**src/rtl/tipi_pkg.sv**
```systemverilog
`default_nettype none
// ============================================================================
// Module  : tipi_pkg
// Purpose : Shared definitions for the TIPI nibble sequencer. It holds the
//           frame-state encoding, the slot count and the nibble width, plus a
//           helper that advances the slot counter.
// Ports   : none (package)
// Revision: 1.0 - initial release
// ============================================================================
package tipi_pkg;

  localparam int unsigned SLOT_COUNT = 8;
  localparam int unsigned NIB_W      = 4;

  // ST_SLOTn is encoded as n+1, so ST_SLOT7 == SLOT_COUNT.
  typedef enum logic [3:0] {
    ST_IDLE  = 4'd0,
    ST_SLOT0 = 4'd1,
    ST_SLOT1 = 4'd2,
    ST_SLOT2 = 4'd3,
    ST_SLOT3 = 4'd4,
    ST_SLOT4 = 4'd5,
    ST_SLOT5 = 4'd6,
    ST_SLOT6 = 4'd7,
    ST_SLOT7 = 4'd8
  } state_t;

  // Next slot in the frame. The last slot wraps back to the first.
  function automatic state_t next_slot(input state_t s);
    if (s == state_t'(SLOT_COUNT)) begin
      return ST_SLOT0;
    end
    return state_t'(s + 4'd1);
  endfunction

endpackage
`default_nettype wire

```
**src/rtl/tipi_sync.sv**
```systemverilog
`default_nettype none
// ============================================================================
// Module  : tipi_sync
// Purpose : Single-bit multi-flop synchroniser for Pi-side signals. Each
//           signal that crosses from the Pi domain into clk gets one instance.
// Ports   : clk   - destination clock
//           rst_n - asynchronous active-low reset; clears the chain
//           d     - asynchronous input
//           q     - synchronised output
// Params  : STAGES - number of flops in the chain (2..3)
// Revision: 1.0 - initial release
// ============================================================================
module tipi_sync #(
  parameter int STAGES = 2
) (
  input  logic clk,
  input  logic rst_n,
  input  logic d,
  output logic q
);

  logic [STAGES-1:0] chain_q;

  always_ff @(posedge clk or negedge rst_n) begin
    if (!rst_n) begin
      chain_q <= '0;
    end else begin
      chain_q <= {chain_q[STAGES-2:0], d};
    end
  end

  assign q = chain_q[STAGES-1];

endmodule
`default_nettype wire

```
**src/rtl/tipi_nib_seq.sv**
```systemverilog
`default_nettype none
// ============================================================================
// Module  : tipi_nib_seq
// Purpose : TIPI Pi-side nibble sequencer. Each frame has eight nibble slots
//           that are clocked by the Pi strobe r_clk. Slots 0-3 send the TD and
//           TC latches to the Pi. Slots 4-7 collect RD and RC from the Pi, and
//           both bytes are committed together once the frame is complete.
// Ports   : clk, reset_n       - CPLD clock, async active-low reset
//           r_clk, r_nibrst    - Pi strobe / frame reset (asynchronous)
//           r_nib_in/out/oe    - Pi nibble bus (bit 0 = MSB)
//           td_in, tc_in       - bytes sent to the Pi
//           rd_out, rc_out     - bytes received from the Pi
//           rx_commit          - one-clk pulse when rd_out/rc_out update
//           busy, timeout_err  - frame active / sticky stall flag
// Config  : `define TIPI_NIB_TIMEOUT_EN to build the mid-frame stall timeout.
//           Without it, timeout_err is tied to 0.
// Revision: 1.0 - initial release
// ============================================================================
module tipi_nib_seq
  import tipi_pkg::*;
#(
  parameter int SYNC_STAGES    = 2,
  parameter int TIMEOUT_CYCLES = 4096
) (
  input  logic       clk,
  input  logic       reset_n,
  input  logic       r_clk,
  input  logic       r_nibrst,
  input  logic [0:3] r_nib_in,
  output logic [0:3] r_nib_out,
  output logic       r_nib_oe,
  input  logic [0:7] td_in,
  input  logic [0:7] tc_in,
  output logic [0:7] rd_out,
  output logic [0:7] rc_out,
  output logic       rx_commit,
  output logic       busy,
  output logic       timeout_err
);

  if (SYNC_STAGES < 2 || SYNC_STAGES > 3 ||
      TIMEOUT_CYCLES < 16 || TIMEOUT_CYCLES > 65535) begin : g_param_check
    $error("tipi_nib_seq: SYNC_STAGES or TIMEOUT_CYCLES out of range");
  end

  // --------------------------------------------------------------------------
  // Synchronisers. Nothing below looks at the raw Pi pins.
  // --------------------------------------------------------------------------
  logic             w_rclk;
  logic             w_nibrst;
  logic [0:NIB_W-1] w_nib;

  tipi_sync #(.STAGES(SYNC_STAGES)) u_sync_rclk (
    .clk(clk), .rst_n(reset_n), .d(r_clk), .q(w_rclk)
  );

  tipi_sync #(.STAGES(SYNC_STAGES)) u_sync_nibrst (
    .clk(clk), .rst_n(reset_n), .d(r_nibrst), .q(w_nibrst)
  );

  for (genvar i = 0; i < NIB_W; i++) begin : g_nib_sync
    tipi_sync #(.STAGES(SYNC_STAGES)) u_sync_nib (
      .clk(clk), .rst_n(reset_n), .d(r_nib_in[i]), .q(w_nib[i])
    );
  end

  // Rising-edge detector on the synchronised strobe.
  logic rclk_prev_q;
  logic w_edge;

  always_ff @(posedge clk or negedge reset_n) begin
    if (!reset_n) begin
      rclk_prev_q <= 1'b0;
    end else begin
      rclk_prev_q <= w_rclk;
    end
  end

  assign w_edge = w_rclk & ~rclk_prev_q;

  // --------------------------------------------------------------------------
  // Frame FSM and datapath
  // --------------------------------------------------------------------------
  state_t           state_q;
  logic [0:7]       tx_td_q, tx_tc_q;
  logic [0:7]       rx_rd_q, rx_rc_q;
  logic [0:7]       rd_q, rc_q;
  logic [0:NIB_W-1] nib_out_q;
  logic             nib_oe_q;
  logic             commit_q;
  logic             busy_q;
`ifdef TIPI_NIB_TIMEOUT_EN
  logic [15:0]      idle_cnt_q;
  logic             terr_q;
`endif

  always_ff @(posedge clk or negedge reset_n) begin
    if (!reset_n) begin
      state_q    <= ST_IDLE;
      tx_td_q    <= '0;
      tx_tc_q    <= '0;
      rx_rd_q    <= '0;
      rx_rc_q    <= '0;
      rd_q       <= '0;
      rc_q       <= '0;
      nib_out_q  <= '0;
      nib_oe_q   <= 1'b0;
      commit_q   <= 1'b0;
      busy_q     <= 1'b0;
`ifdef TIPI_NIB_TIMEOUT_EN
      idle_cnt_q <= '0;
      terr_q     <= 1'b0;
`endif
    end else begin
      commit_q <= 1'b0;

      // The pad outputs follow the state one clk late. The shadow they read
      // was loaded on the same edge that entered SLOT0.
      nib_oe_q <= (state_q inside {ST_SLOT0, ST_SLOT1, ST_SLOT2, ST_SLOT3});
      case (state_q)
        ST_SLOT0: nib_out_q <= tx_td_q[0:3];
        ST_SLOT1: nib_out_q <= tx_td_q[4:7];
        ST_SLOT2: nib_out_q <= tx_tc_q[0:3];
        ST_SLOT3: nib_out_q <= tx_tc_q[4:7];
        default:  nib_out_q <= '0;
      endcase

      if (w_nibrst) begin
        // Frame reset wins over a coincident strobe edge. A partial receive
        // is thrown away here.
        state_q    <= ST_SLOT0;
        busy_q     <= 1'b1;
        tx_td_q    <= td_in;
        tx_tc_q    <= tc_in;
        rx_rd_q    <= '0;
        rx_rc_q    <= '0;
`ifdef TIPI_NIB_TIMEOUT_EN
        idle_cnt_q <= '0;
        terr_q     <= 1'b0;
`endif
      end
`ifdef TIPI_NIB_TIMEOUT_EN
      else if (busy_q && !w_edge && idle_cnt_q == 16'(TIMEOUT_CYCLES - 1)) begin
        state_q    <= ST_IDLE;
        busy_q     <= 1'b0;
        rx_rd_q    <= '0;
        rx_rc_q    <= '0;
        idle_cnt_q <= '0;
        terr_q     <= 1'b1;
      end
`endif
      else if (w_edge && state_q != ST_IDLE) begin
        state_q <= next_slot(state_q);
`ifdef TIPI_NIB_TIMEOUT_EN
        idle_cnt_q <= '0;
`endif
        case (state_q)
          ST_SLOT4: rx_rd_q[0:3] <= w_nib;
          ST_SLOT5: rx_rd_q[4:7] <= w_nib;
          ST_SLOT6: rx_rc_q[0:3] <= w_nib;
          ST_SLOT7: begin
            // The last nibble goes straight into rc_out so that both bytes
            // update together with the commit pulse.
            rx_rc_q[4:7] <= w_nib;
            rd_q         <= rx_rd_q;
            rc_q         <= {rx_rc_q[0:3], w_nib};
            commit_q     <= 1'b1;
            tx_td_q      <= td_in;
            tx_tc_q      <= tc_in;
          end
          default: ;
        endcase
      end
`ifdef TIPI_NIB_TIMEOUT_EN
      else if (busy_q) begin
        idle_cnt_q <= idle_cnt_q + 16'd1;
      end
`endif
    end
  end

  assign r_nib_out = nib_out_q;
  assign r_nib_oe  = nib_oe_q;
  assign rd_out    = rd_q;
  assign rc_out    = rc_q;
  assign rx_commit = commit_q;
  assign busy      = busy_q;
`ifdef TIPI_NIB_TIMEOUT_EN
  assign timeout_err = terr_q;
`else
  assign timeout_err = 1'b0;
`endif

endmodule
`default_nettype wire

```
**config.mk**
```make
export PLATFORM = sky130hd
export DESIGN_NAME = tipi_nib_seq
export DESIGN_NICKNAME = d
export VERILOG_FILES = /design/src/rtl/tipi_pkg.sv /design/src/rtl/tipi_sync.sv /design/src/rtl/tipi_nib_seq.sv
export SDC_FILE = /design/constraint.sdc
export NUM_CORES = 1
export LEC_CHECK = 0
export CORE_ASPECT_RATIO = 1.4
export CORE_UTILIZATION = 38
export DETAILED_ROUTE_END_ITERATION = 8
export SLEW_MARGIN = 15
export SYNTH_ARGS = -nofsm -noshare
export SYNTH_HDL_FRONTEND = slang
export SYNTH_SLANG_ARGS = --single-unit
```
**constraint.sdc**
```tcl
create_clock -name clk -period 1.9 [get_ports clk]
set_input_delay 0.38 -clock clk [delete_from_list [all_inputs] [get_ports clk]]
set_output_delay 0.38 -clock clk [all_outputs]
set_load 0.01 [all_outputs]
```
* Word-level counts from Yosys, hierarchy flattened
Cells that the tools add are included.
Storage, ports and cells: output and inout port bits 24, bits of input ports 24, register bits 68, latch bits 0, logic and storage cells 68, memories kept 0, memory bits (writable) 0, memory bits (read-only) 0
Cells by class: bitwise operators 3, shift-type cells 0, reduce and logical (&&, ||, !) cells 13, magnitude comparators 0, equal/unequal tests 8, $add $sub $neg 1, multiply operators 0, mux-type cells 24, divide/modulo/power cells 0
Operator list (number):
- $mux W8 | 10
- $mux W4 | 8
- $eq A4 B3 Y1 const B | 4
- $pmux W4 S4 | 1
- $reduce_bool A2 Y1 | 5
- $eq A4 B2 Y1 const B | 2
- $reduce_and A2 Y1 | 4
- $reduce_bool A4 Y1 | 2
- $mux W1 | 5
- $add A4 B1 Y4 const B | 1
- $eq A4 B1 Y1 const B | 1
- $eq A4 B4 Y1 const B | 1
- $reduce_and A3 Y1 | 1
- $not A1 Y1 | 2
- $and A1 B1 Y1 | 1
- $logic_and A1 B1 Y1 | 1

* Logic depth before layout (Yosys ltp)
depth after elaboration 8, gate-level depth with buffers 7, gate-level depth less buffers 5

* Cells and area by module
Synthesis repeated with hierarchy kept, for this count alone.
Second synthesis, totals: cell total of the unflattened synthesis 191, area, all modules 2741.4 µm²
Modules (own cells, without submodules):
- tipi_nib_seq | instances 1, sequential area each 1401.3 µm², cells an instance 179, area an instance 2441.1 µm²
- tipi_sync | instances 6, sequential area each 50.0 µm², cells an instance 2, area an instance 50.0 µm²

* Least setup slack after synthesis
Ideal clock, no wire load.
path kind register to register, start register state_q[0], end register rc_q (netlist bit rc_out[1]), cell stages (with the launch flop) 8, path slack 53 ps, setup time 125 ps, required time 1775 ps, arrival 1722 ps, period minus slack after synthesis 1847 ps, buffers on the path 2, cell sequence dfrtp_1 -> inv_1 -> ha_1 -> nand3b_1 -> or3_1 -> buf_6 -> buf_12 -> mux2_4
Between the ends: longest elaborated chain between the ends 3, elaborated cells between the ends (all ways) 4, classes of those cells eq/ne (1); reduce/logical (3)
RTL lines:
- from (decl) | line tipi_nib_seq.sv:84 | state_t state_q;
- from (signal assigned) | line tipi_nib_seq.sv:153 | state_q <= next_slot(state_q);
- $reduce_bool A4 Y1 | line tipi_nib_seq.sv:152 | else if (w_edge && state_q != ST_IDLE) begin
- $logic_and A1 B1 Y1 | line tipi_nib_seq.sv:152
- $reduce_and A3 Y1 (no source line) *
- to (signal assigned) | line tipi_nib_seq.sv:166 | rc_q <= {rx_rc_q[0:3], w_nib};
- to (decl) | line tipi_nib_seq.sv:87 | logic [0:7] rd_q, rc_q;
Mark *: on every way between the ends. The rest lies on a longest branch, timed or not. A chain may end at the register's enable or synchronous reset.

* Final worst setup path
start register state_q[1], end register rc_q (netlist bit rc_out[5])
Same word-level chain as after synthesis.

==> impl_metrics.py <==
metrics = {
    "synth": {
        "synth-seq-cells": 68,
        "ys.flop_type": "dfrtp_1",
        "async_reset_ff_share_pct": 100,
        "synth_edf_count": 0,
        "synth.cell_area_um2": 2770,
        "yosysTopAreaCell": "dfrtp_1",
        "syn_inst": 194,
        "yosysUniqueCellTypes": 38,
        "synthTopCellsByArea": "dfrtp_1 (62%), mux2_2 (9.4%), mux2_4 (4.9%), mux2i_1 (4.3%), nand2b_1 (3.8%)",
        "synth_top_cells_by_count": "dfrtp_1 (68), mux2_2 (23), nand2b_1 (17), mux2i_1 (12), mux2_4 (9)",
        "syn_nets": 222,
        "synth.avg_cell_area_um2": 14.3,
        "yosys.area.top_type_share_pct": 61.5,
        "synthMostInstantiatedCell": "dfrtp_1",
        "seq_area_frac_synth_pct": 61.5,
        "ys_warn_count": 0,
    },
    "route": {
        "routed_wl_mm": 4.90,
        "vias_per_cell": 4.78,
        "ant_nets": 0,
        "vias": 1658,
        "firstDrtPassIters": 5,
        "post_drt_wl_per_cell_um": 14.1,
        "drc": 0,
        "drt_iter0_drc": 112,
    },
    "die": {
        "coreArea_um2": 6980,
        "die-area_um2": 7630,
        "rows": 36,
        "die_w_um": 74.1,
        "die_h_um": 103,
        "start_util_pct": 39.6,
        "pin_count": 48,
    },
    "power_and_ir_drop": {
        "vdd_drop_max_mv": 0.541,
        "power_density_nw_per_um2": 921,
        "leakagePower_uw": 0.00164,
    },
    "global_routing": {
        "grtUsageTotal_pct": 15.0,
        "antenna_found_initial": 0,
        "grt_max_degree": 69,
        "grt_pass1_vias": 1772,
        "gr-total-overflow": 0,
        "grt_pass1_wl_mm": 8.40,
    },
    "hold_path": {
        "hold_class": "in2async",
    },
    "sta": {
        "rsz0062_at_grt": "false",
        "setup_violations": 0,
        "fin_tns_setup_ns": 0,
        "worst_clock_skew_ns": 0.00875,
        "finalHoldViolations": 0,
        "setup_ws_ns": 0.148,
        "holdWs_ns": 0.0482,
        "finalMaxSlewViolations": 0,
        "timing.final.crit_share_pct": 92.2,
        "min_period_ns": 1.75,
        "fmax_mhz": 571,
    },
    "cells_and_area": {
        "final_nets": 275,
        "syn2layout_area_growth_pct": 29.4,
        "postLayoutCoreUtil_pct": 51.3,
        "drive_gt1_share_pct": 24.2,
        "fillers": 627,
        "antenna-diode-count": 0,
    },
    "cts": {
        "clk_pin_slew_worst_paths_ns": 0.07,
        "cts_root_buf": "clkbuf_8",
        "cts_buffers": 9,
        "cts_hold_buf": 0,
        "clockBufferDepth": 2,
        "clock_sinks": 68,
        "worstSkewPairLatency_ns": 0.34,
        "post_cts_buffers": 0,
        "post_cts_resize_count": 0,
        "htreeDepth": 3,
        "cts_tree": "done",
    },
    "setup_path": {
        "worstPathMaxFanout": 17,
        "timing_worst_setup_path_type": "reg2reg",
        "crit_required_ns": 2.12,
        "start_kind": "flop",
        "crit_arrival_ns": 1.97,
        "cp-end-kind": "flop",
    },
    "placement": {
        "gp_congestion": 0.807,
        "preCtsSetupSlack_ns": 0.156,
        "dpl.hpwl_mm": 3.33,
        "port_buffers": 46,
    },
    "run_status": {
        "status": "finished, final reports clean",
    },
    "job": {
        "max_cap_violations": 0,
    },
}
[cell usage in the layout (no fill, tap or decap), drive strengths merged, types with 2 or more instances in the layout]
cell type and count:
dfrtp 68, clkdlybuf4s50 45, mux2 32, nand2b 17, mux2i 12, clkbuf 10
buf 8, nand3 6, o21ai 6, inv 5, a222oi 4, ha 4
and2b 4, nor2b 3, nand2 3, bufinv 3, clkinv 2
[per-stage QoR]
step,instance area [um2],cells,power [uW]
2_1_floorplan,2770,194,1710
3_3_place_gp,3330,331,1870
3_5_place_dp,3330,331,1870
4_1_cts,3580,347,3330
5_1_grt,3580,347,3440
6_report,3580,347,3300
[worst max-delay path, cell delays in order (launching register included)]
cell,delay (ns)
dfrtp_1,0.41
inv_1,0.10
ha_1,0.17
nand3b_1,0.10
or3_1,0.32
buf_4,0.23
mux2_4,0.32
[layer usage]
metal	global-route usage [%]	vias to the layer above	routed length (um)	part of all wire [%]
met1	17.8	814	2080	42
met5	0	-	0	0
li1	-	780	-	-
met4	7.54	0	89	1.8
met2	24.5	53	2540	52
met3	4.40	11	199	4.1
[sequential cells by signal, summed over array words and instances, names as in the netlist]
| signal | flops |
|---|---|
| busy | 1 |
| g_nib_sync.u_sync_nib.chain_q | 8 |
| r_nib_oe | 1 |
| r_nib_out | 4 |
| rc_out | 8 |
| rclk_prev_q | 1 |
| rd_out | 8 |
| rx_commit | 1 |
| rx_rc_q | 4 |
| rx_rd_q | 8 |
| state_q | 4 |
| tx_tc_q | 8 |
| tx_td_q | 8 |
| u_sync_nibrst.chain_q | 2 |
| u_sync_rclk.chain_q | 2 |
[power by group]
group,switching [uW],internal (uW)
Sequential,38.9,1520
Combinational,123,160
Clock,547,907
[logic make-up after synthesis]
| kind of cell | count (synthesis) | share of synthesized area [%] |
|---|---|---|
| compound gates | 17 | 4.53 |
| mux | 44 | 18.6 |
| buf+inv | 16 | 3.39 |
| fa+ha+maj | 4 | 1.81 |
| simple gates | 44 | 10.0 |
| flops | 68 | 61.5 |
| other cells | 1 | 0.136 |
[layout make-up]
type                       count  area [um2]  share of cell area [%]
clock buffer                  10         138                    3.85
clock inverter                 6         111                    3.11
multi-input combinational    110         970                    27.1
tap                           95         119                    3.32
sequential                    68        1700                    47.6
timing repair buffer          53         520                    14.5
inverter                       5        18.8                   0.524
[final timing paths]
| kind | start | endpoint | slack (ns) | cells past startpoint |
|---|---|---|---|---|
| worst max register to register | state_q[1] | rc_out[5] | 0.15 | 6 |
| worst min register to register | g_nib_sync[1].u_sync_nib.chain_q[0] | g_nib_sync[1].u_sync_nib.chain_q[1] | 0.35 | 0 |
| max in group asynchronous | reset_n | rx_rc_q[0] | 1.58 | 2 |
| worst min-delay path | reset_n | rc_out[5] | 0.05 | 2 |
| worst max-delay path | state_q[1] | rc_out[5] | 0.15 | 6 |
| min in group clk | g_nib_sync[1].u_sync_nib.chain_q[0] | g_nib_sync[1].u_sync_nib.chain_q[1] | 0.35 | 0 |
No activity file was read; power rests on OpenSTA's default activity.
